==> src/rtl/sram_axi_bridge_pkg.sv <==
// Shared constants for the SRAM-to-AXI3 bridge: FSM encodings, AXI size codes,
// default transaction IDs and the write-enable to AXI size mapping.
package sram_axi_bridge_pkg;

    localparam logic [2:0] S_IDLE = 3'd0;
    localparam logic [2:0] S_D_AR = 3'd1;
    localparam logic [2:0] S_D_R  = 3'd2;
    localparam logic [2:0] S_I_AR = 3'd3;
    localparam logic [2:0] S_I_R  = 3'd4;
    localparam logic [2:0] S_D_WR = 3'd5;
    localparam logic [2:0] S_D_B  = 3'd6;

    localparam logic [2:0] AXI_SIZE_BYTE = 3'd0;
    localparam logic [2:0] AXI_SIZE_HALF = 3'd1;
    localparam logic [2:0] AXI_SIZE_WORD = 3'd2;

    localparam logic [3:0] INST_ID_DEFAULT = 4'd0;
    localparam logic [3:0] DATA_ID_DEFAULT = 4'd1;

    // Irregular strobe patterns fall back to a full-word size; wstrb still masks bytes.
    function automatic logic [2:0] wen_to_size(input logic [3:0] wen);
        logic [2:0] size;
        case (wen)
            4'b0001, 4'b0010, 4'b0100, 4'b1000: size = AXI_SIZE_BYTE;
            4'b0011, 4'b1100:                   size = AXI_SIZE_HALF;
            default:                            size = AXI_SIZE_WORD;
        endcase
        return size;
    endfunction

endpackage

==> src/rtl/sram_axi_bridge.sv <==
// Converts the core's single-cycle inst/data SRAM ports into single-beat AXI3
// transactions, one outstanding at a time, stalling the core until all are served.
module sram_axi_bridge
    import sram_axi_bridge_pkg::*;
#(
    parameter logic [3:0] INST_ID = INST_ID_DEFAULT,
    parameter logic [3:0] DATA_ID = DATA_ID_DEFAULT
) (
    input  logic        clk,
    input  logic        rst,

    input  logic        inst_sram_en,
    input  logic [31:0] inst_sram_addr,
    output logic [31:0] inst_sram_rdata,

    input  logic        data_sram_en,
    input  logic [3:0]  data_sram_wen,
    input  logic [31:0] data_sram_addr,
    input  logic [31:0] data_sram_wdata,
    output logic [31:0] data_sram_rdata,

    output logic        stallreq_from_bridge,

    output logic [3:0]  arid,
    output logic [31:0] araddr,
    output logic [2:0]  arsize,
    output logic        arvalid,
    input  logic        arready,
    input  logic [31:0] rdata,
    input  logic        rvalid,
    output logic        rready,

    output logic [31:0] awaddr,
    output logic [2:0]  awsize,
    output logic        awvalid,
    input  logic        awready,
    output logic [31:0] wdata,
    output logic [3:0]  wstrb,
    output logic        wvalid,
    input  logic        wready,
    input  logic        bvalid,
    output logic        bready
);

    logic [2:0]  state;
    logic        inst_done;
    logic        data_done;
    logic        aw_ok;
    logic        w_ok;
    logic [31:0] inst_rdata_q;
    logic [31:0] data_rdata_q;
    logic [31:0] req_addr;
    logic [31:0] req_wdata;
    logic [3:0]  req_wstrb;

    logic        data_pend;
    logic        inst_pend;

    assign data_pend = data_sram_en & ~data_done;
    assign inst_pend = inst_sram_en & ~inst_done;
    assign stallreq_from_bridge = data_pend | inst_pend;

    always_ff @(posedge clk or posedge rst) begin
        if (rst) begin
            state        <= S_IDLE;
            inst_done    <= 1'b0;
            data_done    <= 1'b0;
            aw_ok        <= 1'b0;
            w_ok         <= 1'b0;
            inst_rdata_q <= 32'd0;
            data_rdata_q <= 32'd0;
        end else begin
            // A stall-free cycle means the core advances, so the next step starts fresh.
            if (!stallreq_from_bridge) begin
                inst_done <= 1'b0;
                data_done <= 1'b0;
            end
            case (state)
                S_IDLE: begin
                    if (data_pend) begin
                        state <= (data_sram_wen != 4'd0) ? S_D_WR : S_D_AR;
                    end else if (inst_pend) begin
                        state <= S_I_AR;
                    end
                end
                S_D_AR: if (arready) state <= S_D_R;
                S_I_AR: if (arready) state <= S_I_R;
                S_D_R: begin
                    if (rvalid) begin
                        data_rdata_q <= rdata;
                        data_done    <= 1'b1;
                        state        <= S_IDLE;
                    end
                end
                S_I_R: begin
                    if (rvalid) begin
                        inst_rdata_q <= rdata;
                        inst_done    <= 1'b1;
                        state        <= S_IDLE;
                    end
                end
                S_D_WR: begin
                    if ((aw_ok | awready) && (w_ok | wready)) begin
                        aw_ok <= 1'b0;
                        w_ok  <= 1'b0;
                        state <= S_D_B;
                    end else begin
                        aw_ok <= aw_ok | awready;
                        w_ok  <= w_ok | wready;
                    end
                end
                S_D_B: begin
                    if (bvalid) begin
                        data_done <= 1'b1;
                        state     <= S_IDLE;
                    end
                end
                default: state <= S_IDLE;
            endcase
        end
    end

    // Request latches: captured on leaving IDLE so AXI payload ignores later core glitches.
    always_ff @(posedge clk) begin
        if (state == S_IDLE) begin
            if (data_pend) begin
                req_addr  <= data_sram_addr;
                req_wdata <= data_sram_wdata;
                req_wstrb <= data_sram_wen;
            end else if (inst_pend) begin
                req_addr  <= inst_sram_addr;
            end
        end
    end

    assign inst_sram_rdata = inst_rdata_q;
    assign data_sram_rdata = data_rdata_q;

    assign arvalid = (state == S_D_AR) || (state == S_I_AR);
    assign arid    = (state == S_D_AR) ? DATA_ID : INST_ID;
    assign araddr  = req_addr;
    assign arsize  = AXI_SIZE_WORD;
    assign rready  = (state == S_D_R) || (state == S_I_R);

    assign awvalid = (state == S_D_WR) && !aw_ok;
    assign wvalid  = (state == S_D_WR) && !w_ok;
    assign awaddr  = req_addr;
    assign awsize  = wen_to_size(req_wstrb);
    assign wdata   = req_wdata;
    assign wstrb   = req_wstrb;
    assign bready  = (state == S_D_B);

endmodule

==> config.mk <==
export PLATFORM = sky130hd
export DESIGN_NAME = sram_axi_bridge
export DESIGN_NICKNAME = d
export VERILOG_FILES = /design/src/rtl/sram_axi_bridge_pkg.sv /design/src/rtl/sram_axi_bridge.sv
export SDC_FILE = /design/constraint.sdc
export NUM_CORES = 1
export LEC_CHECK = 0
export BUFFER_PORTS_ARGS = -buffer_cell sky130_fd_sc_hd__clkbuf_2
export CORE_AREA = 2 2 124 126
export CTS_CLUSTER_DIAMETER = 120
export DETAILED_ROUTE_END_ITERATION = 6
export DIE_AREA = 0 0 126 128
export PLACE_DENSITY = 0.71
export SYNTH_ARGS = -nofsm -noshare
export SYNTH_HDL_FRONTEND = slang
export SYNTH_SLANG_ARGS = --single-unit
==> constraint.sdc <==
create_clock -name clk -period 4.2 [get_ports clk]
set_input_delay 0.21 -clock clk [delete_from_list [all_inputs] [get_ports clk]]
set_output_delay 0.21 -clock clk [all_outputs]
set_load 0.01 [all_outputs]
==> parameters.txt <==
Parameter                              Value

Status
  Run status    completed

Power
  Max IR drop VDD    approximately 0.00037 V
  P per Cell Area    713.8 nW/µm²
  Combinational power share    34.0%
  Switching power share of the total    33.26%
  Leak pwr    between 3 and 4 nW
  Sequential group share of total power    40.4%
  Cell-internal power    3.867 mW
  Clock group share of total power    25.6%
  Switch Pwr    1.928 mW

Synthesis
  Count of different cell masters after synthesis    34
  Most instantiated flip-flop cell in the synthesis netlist    dfrtp_1
  Part of the Yosys area used for sequential elements    67.78%
  Number of flops mapped to enable cells by yosys    68
  Flops & latches, synth    139
  Cells after synthesis    between 400 and 500
  Number of warnings issued by yosys    0
  Synth async-reset ratio    between 50 and 60%
  Netlist Area Pre-Place    5634 µm²
  Syn Area/Cell    13.58 µm²

Place
  Hpwl dp    roughly 11000 µm
  Placed cell count    870
  Final Wtd Congestion    0.8492
  Number of buffers inserted by port buffering    313

Clock tree
  Root buffer cell    clkbuf_16
  Buffer count from post-CTS setup fixing    0
  TritonCTS sink count    139
  Clock latency at the later pin of the worst-skew pair    0.41 ns
  Number of buffers created by CTS    17
  # H-tree levels    4
  Largest buffer count on any clock path    2
  Clock transition at the register clock pins on the worst setup and hold paths after CTS    around 0.06 ns
  CTS tree    built

Timing
  Unrepaired setup endpoints after global routing    false
  Setup Total Neg Slack    0 ns
  Max Clock Freq    ~400 MHz
  Period utilization    around three fifths
  Max-slew headroom at the worst pin    40.47%
  Worst-Margin Slew    0.8908 ns
  Final critical delay including setup and external delays    ~2.5 ns
  Number of failing hold endpoints at the final stage    0
  Max-slew violation count    0
  Setup Skew    about 0.011 ns
  Number of failing setup endpoints in the final timing report    0

Setup path
  Biggest fanout along the worst timing path    32
  Largest stage delay on the critical path    0.68 ns
  Cell at the slowest stage of the critical path    nor2_4
  Critical path buffer and inverter count    0
  Crit path capture type    flip-flop
  Required time of the critical path    about 4.2 ns
  Worst reg2reg path endpoint    araddr[24]
  Crit path kind    reg2reg
  Origin of the critical flop-to-flop path    state[2]
  Arrival time at the worst endpoint    2.54 ns
  Crit path launch type    flip-flop
  Setup slack of the worst register-to-register path    1.69 ns
  Number of cell instances on the worst register-to-register path    4
  Kind of cell with the highest combined delay on the critical path    simple AND/OR/NAND/NOR gates
  Critical path cell sequence    or3_1 -> o32ai_2 -> or2_2 -> nor2_4

Drt
  ANT nets after route    0
  Post-Route WL    14840 µm
  Via count normalized by instance count    4.592
  Residual DRC count    0
  Initial DRT Pass Iterations    4
  Mean routed wirelength per cell    ~16 µm
  Total number of vias    4312
  Drt first-iter violations    139

Worst hold path
  Class of the tightest hold or removal check    in2reg
  Hold Path Origin    rdata[20]
  WHS Path Cells    2
  Worst Hold End    inst_sram_rdata[20]

Floorplanning
  Starting density of the core    between 30% and 40%
  Top-Level Pins    about 320
  Number of rows in the core area    45
  Area of the die    about 16000 µm²
  Die Height    128 µm
  Floorplan Core Area    14860 µm²
  Die Wd    between 100 and 150 µm

Cells and area
  Final antenna diode count    0
  Final core occ    between 50% and 60%
  Layout cell share with drive strength beyond 1    56.19%
  Layout Cells excl Fill    939
  Nets    a little under 900
  Area growth from synthesis to final layout    44.10%

Global route
  Vias in the first global route    4178
  Aggregate global routing overflow    0
  First-pass GRT wire length    roughly 22000 µm
  Pin count of the biggest net entering global routing    44
  Global router's overall resource usage    18.04%
  Antenna violations before repair    0

Job
  Max-cap check violation count    0
==> layout make-up <==
type                       count  area (µm²)
clock buffer                  24       514.2
clock inverter                 8       81.33
fill                        1299        6745
inverter                       5       18.77
multi-input combinational    219        1469
sequential                   139        3819
tap                          188       235.2
timing repair buffer         356        1982
==> how the worst max path moves through the flow <==
stage | start | end | slack [ns] | cells past startpoint
global route | state[0] | araddr[24] | 1.52 | 4
CTS | state[0] | araddr[16] | 1.65 | 4
detailed placement | state[0] | araddr[25] | 1.65 | 4
global placement | state[0] | araddr[25] | 1.71 | 4
floorplan | state[0] | araddr[0] | 1.21 | 5
finish | state[2] | araddr[24] | 1.69 | 4
==> cells in the final DEF (no fill, tap or decap), types with 4 or more instances in the layout <==
| master | instances |
|---|---|
| nor2_1 | 12 |
| inv_1 | 4 |
| dfrtp_1 | 71 |
| buf_4 | 6 |
| nand2_1 | 98 |
| dlygate4sd3_1 | 37 |
| clkbuf_2 | 313 |
| edfxtp_1 | 68 |
| mux2_2 | 64 |
| conb_1 | 7 |
| clkbuf_16 | 19 |
==> synth_stat cells, types with 2 or more instances <==
| master | count | share of area [%] |
|---|---|---|
| a21oi_1 | 3 | 0.27 |
| nand3b_1 | 2 | 0.27 |
| nor3_1 | 2 | 0.18 |
| nand3_1 | 2 | 0.18 |
| clkbuf_1 | 9 | 0.60 |
| nor2b_1 | 2 | 0.22 |
| buf_4 | 39 | 5.2 |
| o31ai_1 | 3 | 0.40 |
| dfrtp_1 | 71 | 32 |
| conb_1 | 2 | 0.13 |
| mux2_2 | 64 | 13 |
| nand2_1 | 98 | 6.5 |
| or3_1 | 3 | 0.33 |
| edfxtp_1 | 68 | 36 |
| nand2b_1 | 2 | 0.22 |
| or2_2 | 2 | 0.22 |
| buf_2 | 8 | 0.71 |
| inv_1 | 5 | 0.33 |
| nor2_1 | 14 | 0.93 |
| xnor2_1 | 2 | 0.31 |
==> sequential cells by signal, indices dropped and copies added, names as in the netlist <==
register and cells:
state 3, w_ok 1, data_done 1, inst_done 1
araddr 32, data_sram_rdata 32, aw_ok 1, wdata 32
inst_sram_rdata 32, wstrb 4
==> what timing repair did <==
action / 4_1_cts / 5_1_grt
hold buffers: 37 / 0
gates resized for setup: 0 / 0
endpoints found under the hold margin: 64 / 0
==> logic make-up (layout without fill, tap and decap cells) <==
| family | count (synthesis) | after routing | synth area share [%] |
|---|---|---|---|
| flip-flops | 139 | 139 | 67.78 |
| AND/OR/NAND/NOR | 131 | 131 | 9.705 |
| multiplexers | 64 | 64 | 12.79 |
| buffers and inverters | 62 | 393 | 7.040 |
| AO/OA/AOI/OAI | 15 | 15 | 2.243 |
| other | 2 | 7 | 0.1333 |
| XOR/XNOR | 2 | 2 | 0.3110 |
==> metrics by stage <==
stage	instance area (µm²)	hold WS, ns	worst slack, ns	power [mW]
2_1_floorplan	5653	0.3089	1.208	3.567
3_3_place_gp	7153	0.3055	1.713	4.297
3_5_place_dp	7153	0.3137	1.651	4.341
4_1_cts	8119	0.02642	1.650	5.867
5_1_grt	8119	0.02957	1.525	6.139
6_report	8119	0.04521	1.693	5.795
==> power by group through the flow <==
stage | combinational [mW] | clock, mW | sequential, mW
floorplan | 1.03 | 0 | 2.54
global placement | 1.95 | 0 | 2.35
detailed placement | 1.98 | 0 | 2.37
CTS | 2.01 | 1.51 | 2.35
global route | 2.15 | 1.58 | 2.41
finish | 1.97 | 1.48 | 2.34
==> worst reg2reg max path, cell delays in order (launching register included) <==
cell	delay, ns
dfrtp_1	0.57
or3_1	0.33
o32ai_2	0.19
or2_2	0.34
nor2_4	0.68
==> metal layers <==
metal | track usage (%) | part of all wire [%] | wire [µm] | vias up
met5 | 0 | 0 | 0 | -
met2 | 31.18 | 52 | 7704 | 203
met4 | 7.304 | 2.8 | 412 | 0
met3 | 6.678 | 7.7 | 1144 | 23
met1 | 20.26 | 38 | 5578 | 2059
li1 | - | - | - | 2027
Note: power is estimated with default switching activity, not from simulation.
